`src/rtl/dot_product_sequencer.sv`:
```
// dot_product_sequencer
//   Multi-cycle controller placed in front of a combinational ALU. For each
//   request it clears the accumulator through the ALU (ZERO), then for every
//   incoming operand pair issues MUL (a*b -> prod) followed by ADD
//   (acc + prod -> acc), and reports the final accumulator as the result.
//
// Ports
//   clk, rst      : rising-edge clock, synchronous active-high reset
//   start, len    : request a dot product of len pairs (sampled only in IDLE)
//   op_valid/op_ready, op_a/op_b : operand-pair handshake (row, column element)
//   alu_ctrl, alu_a, alu_b : ALU control code and operands (Moore decodes)
//   alu_c, alu_z  : ALU result and zero flag (combinational from the ALU)
//   busy          : high from the cycle after start is accepted through done
//   done          : one-cycle pulse, result valid
//   result, result_zero : dot product modulo 2^DATA_W and its zero flag
module dot_product_sequencer #(
    parameter int DATA_W = 24,
    parameter int LEN_W  = 8
) (
    input  logic              clk,
    input  logic              rst,
    input  logic              start,
    input  logic [LEN_W-1:0]  len,
    input  logic              op_valid,
    output logic              op_ready,
    input  logic [DATA_W-1:0] op_a,
    input  logic [DATA_W-1:0] op_b,
    output logic [2:0]        alu_ctrl,
    output logic [DATA_W-1:0] alu_a,
    output logic [DATA_W-1:0] alu_b,
    input  logic [DATA_W-1:0] alu_c,
    input  logic              alu_z,
    output logic              busy,
    output logic              done,
    output logic [DATA_W-1:0] result,
    output logic              result_zero
);

    localparam logic [2:0] ALU_NOP  = 3'd0;
    localparam logic [2:0] ALU_ADD  = 3'd1;
    localparam logic [2:0] ALU_MUL  = 3'd2;
    localparam logic [2:0] ALU_ZERO = 3'd6;

    typedef enum logic [2:0] {
        S_IDLE,
        S_CLEAR,
        S_WAIT_OP,
        S_MUL,
        S_ADD,
        S_DONE
    } state_t;

    state_t              state_q, state_d;
    logic [DATA_W-1:0]   a_reg_q, a_reg_d;
    logic [DATA_W-1:0]   b_reg_q, b_reg_d;
    logic [DATA_W-1:0]   prod_q, prod_d;
    logic [DATA_W-1:0]   acc_q, acc_d;
    logic [LEN_W-1:0]    cnt_q, cnt_d;
    logic [LEN_W-1:0]    len_reg_q, len_reg_d;
    logic [DATA_W-1:0]   result_q, result_d;
    logic                result_zero_q, result_zero_d;
    logic [LEN_W-1:0]    cnt_inc;

    assign cnt_inc     = cnt_q + LEN_W'(1);
    assign result      = result_q;
    assign result_zero = result_zero_q;

    // Next-state and Moore output decode
    always_comb begin
        state_d       = state_q;
        a_reg_d       = a_reg_q;
        b_reg_d       = b_reg_q;
        prod_d        = prod_q;
        acc_d         = acc_q;
        cnt_d         = cnt_q;
        len_reg_d     = len_reg_q;
        result_d      = result_q;
        result_zero_d = result_zero_q;
        alu_ctrl      = ALU_NOP;
        alu_a         = '0;
        alu_b         = '0;
        op_ready      = 1'b0;
        done          = 1'b0;
        busy          = (state_q != S_IDLE);

        case (state_q)
            S_IDLE: begin
                if (start) begin
                    len_reg_d = len;
                    cnt_d     = '0;
                    state_d   = S_CLEAR;
                end
            end
            S_CLEAR: begin
                // The accumulator is cleared through the ALU rather than locally,
                // so the ALU output is also in a known state before the first MUL.
                alu_ctrl = ALU_ZERO;
                acc_d    = alu_c;
                if (len_reg_q == '0) begin
                    result_d      = '0;
                    result_zero_d = 1'b1;
                    state_d       = S_DONE;
                end else begin
                    state_d = S_WAIT_OP;
                end
            end
            S_WAIT_OP: begin
                op_ready = 1'b1;
                if (op_valid) begin
                    a_reg_d = op_a;
                    b_reg_d = op_b;
                    state_d = S_MUL;
                end
            end
            S_MUL: begin
                alu_ctrl = ALU_MUL;
                alu_a    = a_reg_q;
                alu_b    = b_reg_q;
                prod_d   = alu_c;
                state_d  = S_ADD;
            end
            S_ADD: begin
                alu_ctrl = ALU_ADD;
                alu_a    = acc_q;
                alu_b    = prod_q;
                acc_d    = alu_c;
                cnt_d    = cnt_inc;
                if (cnt_inc == len_reg_q) begin
                    result_d      = alu_c;
                    result_zero_d = alu_z;
                    state_d       = S_DONE;
                end else begin
                    state_d = S_WAIT_OP;
                end
            end
            S_DONE: begin
                done    = 1'b1;
                state_d = S_IDLE;
            end
            default: begin
                state_d = S_IDLE;
            end
        endcase
    end

    // State register; reset clears every register so an aborted run leaves no trace
    always_ff @(posedge clk) begin
        if (rst) begin
            state_q       <= S_IDLE;
            a_reg_q       <= '0;
            b_reg_q       <= '0;
            prod_q        <= '0;
            acc_q         <= '0;
            cnt_q         <= '0;
            len_reg_q     <= '0;
            result_q      <= '0;
            result_zero_q <= 1'b0;
        end else begin
            state_q       <= state_d;
            a_reg_q       <= a_reg_d;
            b_reg_q       <= b_reg_d;
            prod_q        <= prod_d;
            acc_q         <= acc_d;
            cnt_q         <= cnt_d;
            len_reg_q     <= len_reg_d;
            result_q      <= result_d;
            result_zero_q <= result_zero_d;
        end
    end

endmodule

```
`config.mk`:
```
export PLATFORM = sky130hd
export DESIGN_NAME = dot_product_sequencer
export DESIGN_NICKNAME = d
export VERILOG_FILES = /design/src/rtl/dot_product_sequencer.sv
export SDC_FILE = /design/constraint.sdc
export NUM_CORES = 1
export LEC_CHECK = 0
export CORE_MARGIN = 2
export CORE_UTILIZATION = 48
export DETAILED_ROUTE_END_ITERATION = 12
export PLACE_DENSITY = 0.8
export SYNTH_ARGS = -nofsm -noshare
export SYNTH_HDL_FRONTEND = slang
export SYNTH_SLANG_ARGS = --single-unit
```
`constraint.sdc`:
```
create_clock -name clk -period 2.39 [get_ports clk]
set_clock_uncertainty 0.1 [all_clocks]
set_input_delay 0.478 -clock clk [delete_from_list [all_inputs] [get_ports clk]]
set_output_delay 0.478 -clock clk [all_outputs]
set_load 0.005 [all_outputs]
```
==> metrics.md, run 1 <==
| Metric | Value |
|---|---|
| # setup viols final | `24` |
| Mapped Area | `6000 sq um` |
| Vias in the first global route | `5,592` |
| Via density | `around 5.6` |
| PnR worst setup slack | `-0.0888 ns` |
| Largest net degree at the start of global routing | `49` |
| Initial DRC Count | `between 500 and 600` |
| Data arrival, critical path | `around 1.9 ns` |
| Critical path fanouts, max | `11` |
| Clock Tree Buf Depth | `2` |
| Tightest Pin Transition | `0.554 ns` |
| Filler instances | `919` |
| RSZ-0062 raised after global routing | `yes` |
| Global-route wire length before repair | `28.7 mm` |
| Leakage | `about 3.2 nW` |
| Area of the multi-input gates | `roughly 2900 sq um` |
| TritonCTS Buffers | `17` |
| Remaining Overflow, GRT | `0` |
| Fraction of registers with async set/reset | `0` |
| Routed WL | `19.5 mm` |
| Post-Syn Area per Cell | `8.10 sq um` |
| Kind of critical path | `flop to primary output` |
| Status | `finished, violations left` |
| Max cap viols | `0` |
| Placement Cell Area | `between 7000 and 8000 sq um` |
| Rel. slew slack | `0.630` |
| Skew-Pair Late Insertion Delay | `0.42 ns` |
| DR vias | `6,110` |
| Sequential area share after synthesis | `0.467` |
| Post-route ant nets | `0` |
| Clock transition at path regs | `0.06 ns` |
| Failing checks | `setup timing` |
| Maximum vdd drop | `around 0.60 mV` |
| Post-route DRC | `0` |
| HP Class | `flop to flop` |
| Most instantiated cells after synthesis | `nand2_1, dfxtp_1, a21oi_1` |
| Die H | `116 um` |
| Slew Limit Fails | `0` |
| Storage cell area | `2810 sq um` |
| Final hold violations | `0` |
| Root Buffer | `clkbuf_16` |
| Synth area leaders | `dfxtp_1, nand2_1, a21oi_1, a22o_1, mux2i_1` |
| Setup TNS | `-0.517 ns` |
| Combinational share of power | `0.179` |
| Sequential power share | `0.395` |
| Startpoint Class | `flop` |
| Gate Count Post-Synth | `741` |
| PwrDens | `772 nW/um^2` |
| DRT Pass-1 Iters | `5` |
| Port bufs | `163` |
| YS warnings | `0` |
| Num ports | `~160` |
| Core footprint | `12,100 sq um` |
| Most area-hungry cell type in the Yosys netlist | `dfxtp_1` |
| Post-synth cell types | `48` |
| Switching share of power | `0.269` |
| Mapped Nets | `827` |
| Final nets | `a little under 1,000` |
| CTS tree | `done` |
| GRT Resource Usage Total | `0.281` |
| CP Data Required Time | `1.81 ns` |
| Number of synthesized flops with an enable pin | `0` |
| Max Clock Freq | `0.403 GHz` |
| Ant. Diodes | `0` |
| # H-tree levels | `4` |
| Horiz. Die Dim | `around 120 um` |
| DIE AREA | `~13,000 sq um` |
| Starting Density | `0.496` |
| NetSw | `about 1.8 mW` |
| Worst setup EP type | `primary output` |
| Cell Int Power | `4.83 mW` |
| Yosys top cell area share | `0.467` |
| DR WL/cell | `17.9 um` |
| Tmin final | `2.48 ns` |
| Standard-cell rows | `40` |
| Final HPWL DP | `approximately 13 mm` |
| Area Overhead vs Synth | `42.3%` |
| Crit share post-route | `1.04` |
| Share of layout cells above drive strength 1 | `0.151` |
| Ys flop type | `dfxtp_1` |
| Fin area | `approximately 8500 sq um` |
| Routability Congestion | `0.883` |
| Clock sinks | `140` |
| Count of state elements after synthesis | `140` |
| WHS | `0.353 ns` |
| Initial antenna violation count | `0` |
| Clock power frac | `0.426` |
| Cell with the most instances after synthesis | `nand2_1` |
power groups by stage:
| stage | Clock [mW] | Combinational (mW) | Sequential (mW) |
|---|---|---|---|
| after floorplan | 0 | 0.610 | 2.60 |
| after detailed placement | 0 | 1.05 | 2.65 |
| after global routing | 2.93 | 1.29 | 2.62 |
| final | 2.81 | 1.18 | 2.61 |
| after CTS | 2.82 | 1.10 | 2.60 |
| after global placement | 0 | 1.03 | 2.64 |
sequential cells by signal (all words and copies together) (netlist names):
signal       flops
cnt_q            8
b_reg_q         24
result          24
prod_q          24
len_reg_q        8
a_reg_q         24
result_zero      1
state_q          3
acc_q           24
metrics by stage:
stage,utilization,worst slack (ns),cells,total power [mW]
6_report,0.705,-0.0888,1090,6.60
5_1_grt,0.705,-0.121,1090,6.83
4_1_cts,0.697,-0.324,1076,6.52
3_5_place_dp,0.645,0.0515,1040,3.70
3_3_place_gp,0.645,0.0574,1040,3.67
2_1_floorplan,-,0.307,741,3.21
repair_timing:
action	in CTS	in global routing
hold buffers	0	0
gates resized for setup	143	57
setup endpoints to repair	51	57
pin swaps	11	19
gates cloned	2	5
setup buffers	2	9
routing by layer:
metal / vias to the layer above / share of wire / global-route usage
li1: 2845 / - / -
met1: 2899 / 0.40 / 0.369
met2: 334 / 0.48 / 0.446
met3: 32 / 0.096 / 0.0664
met4: 0 / 0.023 / 0.115
met5: - / 0 / 0
final timing paths:
| kind | slack (ns) | from | end | depth (start not counted) |
|---|---|---|---|---|
| max | -0.09 | state_q[2] | alu_ctrl[2] | 4 |
| min | 0.35 | a_reg_q[9] | a_reg_q[9] | 2 |
| max reg2reg | 0.15 | cnt_q[0] | result[22] | 8 |
| min reg2reg | 0.35 | a_reg_q[9] | a_reg_q[9] | 2 |
final cells by class:
type,instances,share of cell area
timing repair buffer,207,0.227
multi-input combinational,539,0.344
sequential,140,0.328
clock buffer,22,0.0543
clock inverter,10,0.0190
tap,168,0.0246
inverter,4,0.00264
layout by cell type (no fill, tap or decap), types with 3 or more instances in the layout:
cell	count
clkbuf_2	14
nor3_1	3
o21ai_0	6
nand3b_1	4
xnor2_1	6
clkdlybuf4s50_1	113
buf_4	27
nor2_1	20
o21a_1	3
nand3_1	3
bufinv_16	4
buf_2	32
nand2_1	239
buf_6	5
nand2b_1	28
mux2i_1	27
clkbuf_16	21
dfxtp_1	138
xor2_1	3
a22o_1	48
buf_12	5
clkbuf_1	3
a21oi_1	113
worst max-delay path, stage by stage, from the launching register on:
cell and delay, ns:
dfxtp_2 0.32, buf_6 0.15, or3b_4 0.42, inv_2 0.09, clkdlybuf4s50_1 0.50
kinds of logic after synthesis:
group | synth area share
multiplexers | 0.0450
AO/OA/AOI/OAI | 0.196
AND/OR/NAND/NOR | 0.226
adder cells (fa/ha/maj) | 0.00208
flip-flops | 0.467
buffers and inverters | 0.0517
XOR/XNOR | 0.0131
Power figures use the tool's default switching activity.
==> inputs of run 2 (changes only) <==
--- a/config.mk
+++ b/config.mk
@@ -6,9 +6,10 @@
 export NUM_CORES = 1
 export LEC_CHECK = 0
 export CORE_MARGIN = 2
-export CORE_UTILIZATION = 48
+export CORE_UTILIZATION = 63
 export DETAILED_ROUTE_END_ITERATION = 12
-export PLACE_DENSITY = 0.8
+export DONT_BUFFER_PORTS = 1
+export PLACE_DENSITY = 0.79
 export SYNTH_ARGS = -nofsm -noshare
 export SYNTH_HDL_FRONTEND = slang
 export SYNTH_SLANG_ARGS = --single-unit
==> run 2 against run 1 <==
Against the previous run: the run still ends with setup timing left; fmax rose by 2.4%; design area fell by 8.1%; critical path depth rose by 2; via count fell by 2.5%; wire length rose by 9.1%; final cell count fell by 13%; combinational power fell by 9%; sequential share of layout area rose by 3.0 points; clock power fell by 4%; clock-buffer cell count fell by 3; flip-flop and latch count did not move; critical endpoint is now alu_b[15].
==> metrics.md, run 2 (synthesis gave the netlist of run 1 again) <==
| Metric | Value |
|---|---|
| Routability Congestion | `0.843` |
| Rel. slew slack | `0.642` |
| Crit share post-route | `1.01` |
| Clock Tree Buf Depth | `2` |
| Status | `finished, violations left` |
| Largest net degree at the start of global routing | `101` |
| Routed WL | `21.3 mm` |
| Max Clock Freq | `0.413 GHz` |
| Port bufs | `0` |
| RSZ-0062 raised after global routing | `yes` |
| Most frequent cells in the layout | `nand2_1, dfxtp_1, a21oi_1` |
| Num ports | `164` |
| Slowest cell on the critical path | `dfxtp_4` |
| PwrDens | `approximately 810 nW/um^2` |
| Tmin final | `approximately 2.4 ns` |
| Via density | `around 6.3` |
| Initial DRC Count | `744` |
| Area Overhead vs Synth | `30.8%` |
| CP Buf/Inv Count | `3` |
| Filler instances | `516` |
| Max stage delay on crit path | `~0.36 ns` |
| Horiz. Die Dim | `just over 100 um` |
| Tot Pwr | `about 6.4 mW` |
| Final hold violations | `0` |
| TritonCTS Buffers | `17` |
| Failing checks | `setup timing` |
| Crit-path cells | `buf_6 -> nor2_4 -> and2_4 -> buf_12 -> clkbuf_16 -> a22o_1` |
| Clock transition at path regs | `0.07 ns` |
| DR vias | `5,959` |
| Skew-Pair Late Insertion Delay | `0.51 ns` |
| Maximum vdd drop | `between 0.5 and 0.6 mV` |
| Standard-cell rows | `35` |
| Leading cell type in the layout, fill and taps excluded | `nand2_1` |
| Root Buffer | `clkbuf_8` |
| Leakage | `2.86 nW` |
| Share of layout cells above drive strength 1 | `0.116` |
| Kind of critical path | `flop to primary output` |
| Worst path top cell family by delay | `buffers and inverters` |
| CP Data Required Time | `1.81 ns` |
| Tightest Pin Transition | `0.536 ns` |
| Post-route DRC | `0` |
| DRT Pass-1 Iters | `7` |
| Post-route ant nets | `0` |
| DR WL/cell | `22.4 um` |
| DIE AREA | `a little over 10,000 sq um` |
| Final nets | `894` |
| Ant. Diodes | `0` |
| Fin area | `7850 sq um` |
| CTS tree | `done` |
| Final HPWL DP | `10.9 mm` |
| Placement Cell Area | `6060 sq um` |
| # setup viols final | `19` |
| Remaining Overflow, GRT | `0` |
| Setup TNS | `-0.249 ns` |
| Initial antenna violation count | `0` |
| Vias in the first global route | `approximately 5,600` |
| HP Class | `input pin to flop` |
| GRT Resource Usage Total | `0.377` |
| Clock sinks | `140` |
| Worst setup EP type | `primary output` |
| Starting Density | `0.650` |
| Die H | `102 um` |
| Data arrival, critical path | `1.84 ns` |
| Max cap viols | `0` |
| Slew Limit Fails | `0` |
| Critical path fanouts, max | `8` |
| # H-tree levels | `4` |
| Startpoint Class | `flop` |
| Core footprint | `9240 sq um` |
| Global-route wire length before repair | `29.4 mm` |
| PnR worst setup slack | `-0.0296 ns` |
run 2: where the power goes:
part | switching, mW | leakage [nW] | internal (mW)
combinational | 0.624 | 1.44 | 0.445
clock | 1.06 | 0.286 | 1.63
sequential | 0.143 | 1.14 | 2.49
run 2: path summary, 6_finish.rpt:
check | slack [ns] | endpoint | cells past startpoint | start
setup / recovery | -0.03 | alu_b[15] | 6 | state_q[2]
hold / removal | 0.008 | len_reg_q[3] | 2 | len[3]
setup reg to reg | 0.07 | result[21] | 7 | cnt_q[2]
hold reg to reg | 0.35 | a_reg_q[20] | 2 | a_reg_q[20]
run 2: timing repair:
action,4_1_cts,5_1_grt
endpoints found under the hold margin,112,0
setup buffers,3,7
pin swaps,2,29
resized for setup,16,14
hold buffers,68,0
gates cloned,5,6
endpoints found under the setup margin,48,82
run 2: per-layer routing:
layer	up-vias	GRT usage	part of all wire
met2	404	0.643	0.48
met3	110	0.0863	0.10
li1	2639	-	-
met4	0	0.173	0.056
met1	2806	0.451	0.36
met5	-	0	0
run 2: area by class of cell:
cell class                      count  area, sq um  area share
Timing Repair Buffer              106         1270       0.162
Multi-Input combinational cell    539         2980       0.379
Inverter                            4         27.5     0.00351
Sequential cell                   140         2820       0.359
Tap cell                          129          161      0.0206
Clock buffer                       19          432      0.0550
Clock inverter                     12          165      0.0210
run 2: metrics by stage:
step                      setup slack (ns)  utilization  cells  hold WS, ns
after floorplan                      0.307            -    741        0.332
after global placement               0.229        0.656    829        0.335
after detailed placement            0.0897        0.656    829        0.340
after CTS                          0.00112        0.820    936     0.000771
after global routing               -0.0454        0.850    949      0.00250
final                              -0.0296        0.850    949      0.00822
==> edit, RTL diff (flow settings as in run 1) <==
`DATA_W`: 24 -> 36.
--- a/src/rtl/dot_product_sequencer.sv
+++ b/src/rtl/dot_product_sequencer.sv
@@ -14,7 +14,7 @@
 //   done          : one-cycle pulse, result valid
 //   result, result_zero : dot product modulo 2^DATA_W and its zero flag
 module dot_product_sequencer #(
-    parameter int DATA_W = 24,
+    parameter int DATA_W = 36,
     parameter int LEN_W  = 8
 ) (
     input  logic              clk,
Ports: changed (6 resized); port bits go from 164 to 236. No check against the original RTL was run, so the function may have changed too.
==> edit against run 1 <==
  * The flow still finishes with violations (setup timing)
  * Sequential power up 42%
  * Design area increased by 41%
  * Setup slack better by 0.036 ns
  * Area after synthesis up 40%
  * Fmax rose by 1.5%
  * Power rose by 26%
  * Clock power increased by 2%
  * Routed wire length is 48% higher
  * Sequential cell count grew 60
  * Critical path type unchanged
  * Highest routed layer unchanged
==> edit: results (changes against run 1) <==
stage,metric,value,unit,change
global_route,first-pass GRT wire length,42600,um,+48%
layout,multi-input combinational area share,0.336,,-0.00805
layout,bufs w/o clock,314,,+52%
layout,Final nets,1405,,+41%
drt,met2 wire length,14200,um,+52%
power_and_ir_drop,Leak Pwr,4.52,nW,+40%
clock_tree,Post-CTS Setup Bufs,36,,+34
layout,ratio of cells with drive above 1 in the final layout,0.157,,+0.00588
power_and_ir_drop,Internal,5.85,mW,+21%
hold_path,hold_sp,rst,,
sta,setup ws final,-0.0530,ns,+0.0358 ns
worst_setup_path,slack of the worst reg-to-reg path,0.06,ns,-0.09 ns
power_and_ir_drop,Max IR drop VDD,0.500,mV,-16%
layout,clock buffer count,19,,-14%
synthesis,"top cells by count, synth","nand2_1 (347), dfxtp_1 (200), a21oi_1 (163), a22o_1 (72), clkbuf_1 (52)",,
clock_tree,cts repair resizes,259,,+81%
worst_setup_path,Critical Path Fanout Max,7,,-4
layout,fillers,1377,,+50%
layout,FF+latch count,200,,+43%
drt,met1 wire length,11400,um,+46%
worst_setup_path,"Slowest-stage cell, CP",dfxtp_4,,
synthesis,Mapped Nets,1150,,+39%
outcome,outcome,"finished, violations left",,
synthesis,Yosys cell types,51,,+6.3%
global_route,largest net degree at the start of global routing,158,,+220%
worst_setup_path,Slowest Stage Delay on Critical Path,0.40,ns,-0.10 ns
sta,relative slew slack,0.256,,-0.373
worst_setup_path,R2R Path End,acc_q[25],,
worst_setup_path,Worst Setup SP,state_q[0],,
drt,Met3 Wirelength,2360,um,+25%
synthesis,Synth Area in Compound Gates,0.193,,-0.00221
placement,RD Place Congestion,0.821,,-6.9%
layout,Storage cell area,4010,um2,+43%
worst_setup_path,"Arr. time, crit path",1.86,ns,-0.04 ns
outcome,violated checks,setup timing,,
sta,worst hold slack,0.342,ns,-0.0105 ns
placement,HPWL Detailed,16400,um,+29%
drt,vias per cell,5.61,,about the same
synthesis,adder-cell share of the synthesized area,0.00149,,-0.000592
synthesis,XOR/XNOR share of the synthesized area,0.00925,,-0.00388
sta,Final setup viols,25,,+4.2%
drt,First-pass DRT Iterations,6,,+1
global_route,met1 Use GR,0.357,,-0.0124
global_route,M2 GR Usage,0.500,,+0.0533
global_route,M3 GR Usage,0.0753,,+0.00889
drt,drt wl/cell,19.0,um,+6.0%
placement,post-place setup slack,0.0486,ns,-0.00292 ns
synthesis,mux share of post-synthesis cell area,0.0465,,+0.00153
-- edit: changes by cell type after synthesis, moves of 7 or more --
cell / delta
mux2i_1: +12
dfxtp_1: +60
nor2_1: -7
clkbuf_1: +21
nand2_1: +108
a22o_1: +24
a21oi_1: +50
nand2b_1: +12
-- edit: power by group through the flow --
stage / Sequential [mW] / Clock, mW / Combinational (mW)
finish: 3.71 / 2.86 / 1.76
global route: 3.73 / 3.01 / 1.88
CTS: 3.70 / 2.88 / 1.62
detailed placement: 3.76 / 0 / 1.40
global placement: 3.76 / 0 / 1.37
floorplan: 3.71 / 0 / 0.779
-- edit: through the flow --
stage / setup TNS (ns) / cell area [um2] / cells / util / power, mW
after global routing: -2.63 / 12000 / 1521 / 0.701 / 8.62
after floorplan: 0 / 8390 / 1028 / - / 4.49
after detailed placement: 0 / 11000 / 1435 / 0.639 / 5.16
final: -0.443 / 12000 / 1521 / 0.701 / 8.33
after global placement: 0 / 11000 / 1435 / 0.639 / 5.14
after CTS: -0.740 / 12100 / 1512 / 0.703 / 8.21
